--- src/rtl/regfile_write_arbiter.sv ---
// Two-source register-file write arbiter: one holding entry per requester,
// round-robin between different destinations, oldest-first for the same one.
module regfile_write_arbiter (
  input  logic        clk,
  input  logic        rst,
  input  logic        reqA,
  input  logic [4:0]  addrA,
  input  logic [31:0] dataA,
  output logic        readyA,
  input  logic        reqM,
  input  logic [4:0]  addrM,
  input  logic [31:0] dataM,
  output logic        readyM,
  output logic        WriteReg,
  output logic [4:0]  wAddr,
  output logic [31:0] wData,
  output logic [31:0] busy
);

  typedef enum logic {GRANT_A = 1'b0, GRANT_M = 1'b1} grant_e;

  logic        holdAValid_q, holdAValid_d;
  logic [4:0]  holdAAddr_q, holdAAddr_d;
  logic [31:0] holdAData_q, holdAData_d;
  logic        holdMValid_q, holdMValid_d;
  logic [4:0]  holdMAddr_q, holdMAddr_d;
  logic [31:0] holdMData_q, holdMData_d;
  grant_e      lastGrant_q, lastGrant_d;
  logic        ageAOlder_q, ageAOlder_d;
  logic        writeReg_q, writeReg_d;
  logic [4:0]  wAddr_q, wAddr_d;
  logic [31:0] wData_q, wData_d;
  logic [31:0] busy_q, busy_d;
  logic        grantA, grantM, loadA, loadM;

  // Same destination must drain oldest-first; otherwise alternate fairly.
  always_comb begin
    grantA = 1'b0;
    grantM = 1'b0;
    if (holdAValid_q && holdMValid_q) begin
      if (holdAAddr_q == holdMAddr_q) begin
        if (ageAOlder_q) grantA = 1'b1;
        else             grantM = 1'b1;
      end else if (lastGrant_q == GRANT_A) begin
        grantM = 1'b1;
      end else begin
        grantA = 1'b1;
      end
    end else if (holdAValid_q) begin
      grantA = 1'b1;
    end else if (holdMValid_q) begin
      grantM = 1'b1;
    end
  end

  assign readyA = !rst || !holdAValid_q || grantA;
  assign readyM = !rst || !holdMValid_q || grantM;
  assign loadA  = reqA && readyA && (addrA != 5'd0);
  assign loadM  = reqM && readyM && (addrM != 5'd0);

  always_comb begin
    holdAValid_d = holdAValid_q;
    holdAAddr_d  = holdAAddr_q;
    holdAData_d  = holdAData_q;
    holdMValid_d = holdMValid_q;
    holdMAddr_d  = holdMAddr_q;
    holdMData_d  = holdMData_q;
    lastGrant_d  = lastGrant_q;
    ageAOlder_d  = ageAOlder_q;
    writeReg_d   = grantA || grantM;
    wAddr_d      = wAddr_q;
    wData_d      = wData_q;
    busy_d       = '0;

    if (loadA) begin
      holdAValid_d = 1'b1;
      holdAAddr_d  = addrA;
      holdAData_d  = dataA;
    end else if (grantA) begin
      holdAValid_d = 1'b0;
    end
    if (loadM) begin
      holdMValid_d = 1'b1;
      holdMAddr_d  = addrM;
      holdMData_d  = dataM;
    end else if (grantM) begin
      holdMValid_d = 1'b0;
    end

    // A same-edge pair counts M as older, so a fresh A load always clears the bit.
    if (loadA)      ageAOlder_d = 1'b0;
    else if (loadM) ageAOlder_d = 1'b1;

    if (grantA) begin
      lastGrant_d = GRANT_A;
      wAddr_d     = holdAAddr_q;
      wData_d     = holdAData_q;
    end else if (grantM) begin
      lastGrant_d = GRANT_M;
      wAddr_d     = holdMAddr_q;
      wData_d     = holdMData_q;
    end

    if (holdAValid_d) busy_d = busy_d | (32'd1 << holdAAddr_d);
    if (holdMValid_d) busy_d = busy_d | (32'd1 << holdMAddr_d);
    if (writeReg_d)   busy_d = busy_d | (32'd1 << wAddr_d);
    busy_d[0] = 1'b0;
  end

  always_ff @(posedge clk) begin
    if (!rst) begin
      holdAValid_q <= 1'b0;
      holdAAddr_q  <= '0;
      holdAData_q  <= '0;
      holdMValid_q <= 1'b0;
      holdMAddr_q  <= '0;
      holdMData_q  <= '0;
      lastGrant_q  <= GRANT_A;
      ageAOlder_q  <= 1'b0;
      writeReg_q   <= 1'b0;
      wAddr_q      <= '0;
      wData_q      <= '0;
      busy_q       <= '0;
    end else begin
      holdAValid_q <= holdAValid_d;
      holdAAddr_q  <= holdAAddr_d;
      holdAData_q  <= holdAData_d;
      holdMValid_q <= holdMValid_d;
      holdMAddr_q  <= holdMAddr_d;
      holdMData_q  <= holdMData_d;
      lastGrant_q  <= lastGrant_d;
      ageAOlder_q  <= ageAOlder_d;
      writeReg_q   <= writeReg_d;
      wAddr_q      <= wAddr_d;
      wData_q      <= wData_d;
      busy_q       <= busy_d;
    end
  end

  assign WriteReg = writeReg_q;
  assign wAddr    = wAddr_q;
  assign wData    = wData_q;
  assign busy     = busy_q;

endmodule

--- config.mk ---
export PLATFORM = sky130hd
export DESIGN_NAME = regfile_write_arbiter
export DESIGN_NICKNAME = d
export VERILOG_FILES = /design/src/rtl/regfile_write_arbiter.sv
export SDC_FILE = /design/constraint.sdc
export NUM_CORES = 1
export LEC_CHECK = 0
export ABC_AREA = 1
export ABC_CLOCK_PERIOD_IN_PS = 5900
export BUFFER_PORTS_ARGS = -buffer_cell sky130_fd_sc_hd__clkbuf_2
export CAP_MARGIN = 0
export CORE_ASPECT_RATIO = 1.2
export CORE_MARGIN = 3
export CORE_UTILIZATION = 30
export CTS_BUF_LIST = sky130_fd_sc_hd__clkbuf_2 sky130_fd_sc_hd__clkbuf_4 sky130_fd_sc_hd__clkbuf_8
export DETAILED_ROUTE_END_ITERATION = 10
export MAX_ROUTING_LAYER = met4
export SETUP_SLACK_MARGIN = 0.5
export SLEW_MARGIN = 10
export SYNTH_ARGS = -nofsm -noshare
export SYNTH_HDL_FRONTEND = slang
export SYNTH_SLANG_ARGS = --single-unit
--- constraint.sdc ---
create_clock -name clk -period 5.9 [get_ports clk]
set_input_delay 1.18 -clock clk [delete_from_list [all_inputs] [get_ports clk]]
set_output_delay 1.18 -clock clk [all_outputs]
set_load 0.05 [all_outputs]
==> results_dict.tcl <==
set metrics [dict create \
    drcViolationCount 0 \
    finalClockSkew_ns 0.01946 \
    syn_avg_cell_area_um2 6.927 \
    synthToLayoutAreaGrowth_pct 19.36 \
    hold_violations 0 \
    ctsResizeCount 0 \
    tns_ns 0 \
    place.gp.congestion 0.8783 \
    hold_class "reg -> reg" \
    grt_max_degree 73 \
    slowest_delay_ns 0.50 \
    ir_worst_vdd_v 0.0001523 \
    rsz0062_at_grt "no" \
    wl_met3_um 1200 \
    grt_pass1_vias 6106 \
    vias 6400 \
    yosysWarningCount 0 \
    regToRegEndpoint "busy[20]" \
    fin_area_mm2 0.007830 \
    relSlewSlack 0.3423 \
    r2r_setup_slack_ns 2.91 \
    path_class "in -> out" \
    max_clock_freq_mhz 282.6 \
    syn_area_mm2 0.006560 \
    placed_cells 1321 \
    wire_per_inst_um 14.96 \
    cts_tree "yes" \
    post_cts_buffers 0 \
    synth-seq-area-share 0.4486 \
    cts_inserted_buffers 17 \
    crit_path_cell_trace "clkbuf_2, buf_4, nand3_4, clkbuf_2" \
    hold_start "holdMData_q[3]" \
    drive_gt1_frac 0.2262 \
    fillers 2397 \
    startpoint_type "input port" \
    clkTransAtPathRegs_ns 0.09 \
    dp_hpwl_um 14410 \
    drv_slew 0 \
    grt_pass1_wl_um 32360 \
    seq_area_mm2 0.002943 \
    cp-end-kind "output pin" \
    syn_inst 947 \
    final-setup-viol-count 0 \
    synth_top_area_frac 0.4486 \
    cp_max_fo 68 \
    routed.top_layer "met4" \
    antenna_found_initial 0 \
    period_needed_ns 3.539 \
    firstDrtPassIters 5 \
    fin_cells 1353 \
    overflow 0 \
    place_area_mm2 0.007453 \
    setup_slack_ns 2.361 \
    r2r_start "holdMAddr_q[1]" \
    cpMostUsedCell "clkbuf_2" \
    ys_top_cells_by_area "dfxtp_1 (45%), nor2_1 (12%), nand2_1 (10%), o21ai_0 (9.2%), nand3_1 (4.7%)" \
    status "finished clean" \
    pre_cts_ws_ns 2.296 \
    synth_seq_cells 147 \
    met2WireLength_um 9602 \
    coreArea_mm2 0.02119 \
    syn-num-nets 1025 \
    insertion_delay_ns 0.46 \
    drtIter0Drc 442 \
    tightestPinTransition_ns 0.9843 \
    multiInputGateArea_mm2 0.003181 \
    synth_cell_types 30 \
    final_nets 1148 \
    worstPathRequired_ns 4.72 \
    arrival_ns 2.36 \
    ff2ff_path_depth 18 \
    routed_via_density 4.730 \
    antenna_cells 0 \
    htree_levels 4 \
    totalWireLength_um 20240 \
    drv_cap 0 \
    num_rows 58 \
    io_buffers 148 \
    wl_met1_um 8950 \
    period_share 0.5998 \
    clockBufferDepth 2 \
    finish.utilization 0.3695 \
    die_y_um 168.0 \
    ctsHoldBuffers 0 \
    cts-root-buf "clkbuf_8" \
    start_util 0.3096 \
    hold_end "holdMData_q[3]" \
    globalRouteTotalUtil 0.1763 \
    p_per_area_mw_per_mm2 295.4 \
    worst_hold_path.num_cells 2 \
    drt.antenna.violating_nets 0 \
    clock_sinks 147 \
    die-width_um 141.0 \
    yosys.area.top_type "dfxtp_1" \
    dieArea_mm2 0.02368 \
    io_pins 150 \
    slowest_stage "buf_4" \
    p_leak_nw 3.560 \
]
worst max path at each step:
stage | startpoint | to | slack [ns] | cells after the start
floorplan | addrA[3] | busy[24] | 3.28 | 13
global placement | addrA[2] | busy[10] | 2.33 | 14
detailed placement | addrA[2] | busy[10] | 2.30 | 14
CTS | rst | readyM | 2.36 | 4
global route | rst | readyM | 2.27 | 4
finish | rst | readyM | 2.36 | 4
state kept, by name (all words and copies together) (netlist names), 5 cells and up:
name / cells
holdAData_q: 32
holdMData_q: 32
wData: 32
busy: 31
holdAAddr_q: 5
holdMAddr_q: 5
wAddr: 5
Yosys cell counts:
cell / instances
nand4_1: 3
o211ai_1: 2
dfxtp_1: 147
o21ai_2: 4
o21ai_0: 121
o21ai_1: 5
o21a_1: 1
nor2_4: 5
buf_6: 3
a211oi_1: 1
o21ai_4: 1
nand2_8: 1
buf_4: 3
nand2_4: 1
clkbuf_1: 37
nand3_2: 4
buf_2: 3
nor2_2: 20
clkbuf_2: 1
inv_1: 53
a21oi_1: 58
nand2_2: 14
nand3_4: 2
nand2_1: 183
inv_2: 8
conb_1: 1
nand4_2: 1
xnor2_1: 1
nor2_1: 201
nand3_1: 62
cells by family after synthesis:
family                    Yosys count  share of synthesized area
DFF                               147                     0.4486
xor gates and xnor gates            1                   0.001335
AOI/OAI and AO/OA                 193                     0.1528
and+or+nand+nor                   497                     0.3290
buffers and inverters             108                    0.06771
other                               1                  0.0005716
cells in the final DEF (no fill, tap or decap), types with 14 or more instances in the layout:
master and instances:
dfxtp_1 147, nor2_1 200, nand3_1 62, inv_1 53
a21oi_1 58, clkbuf_8 17, clkbuf_2 148, nand2_2 14
nand2_1 183, o21ai_0 121, nor2_2 20
stage by stage:
step	power (mW)	hold slack (ns)
after floorplan	1.444	0.4245
after global placement	1.571	0.4343
after detailed placement	1.575	0.4404
after CTS	2.342	0.4538
after global routing	2.428	0.4736
final	2.313	0.4519
where the power goes:
group          switching [mW]  internal, mW  total, mW  leakage (nW)
clock network           0.453         0.312      0.765         0.188
logic                   0.339         0.117      0.456          2.16
registers              0.0335          1.06       1.09          1.21
metal layers:
metal,vias up,GRT usage
met5,-,-
met2,214,0.2819
met3,30,0.03977
li1,3276,-
met4,0,0.05984
met1,2880,0.2205
worst max-delay path, delay by kind of cell:
family                 cells  cell delay, ns
buffers and inverters      3            0.93
and+or+nand+nor            1            0.22
area by class of cell:
class,count,share of cell area
clock buffer,17,0.02988
clock inverter,15,0.01822
inverter,61,0.02924
multi-input combinational,692,0.4062
sequential,147,0.3758
tap,270,0.04314
timing repair buffer,151,0.09748
(Power assumes the default switching activity.)
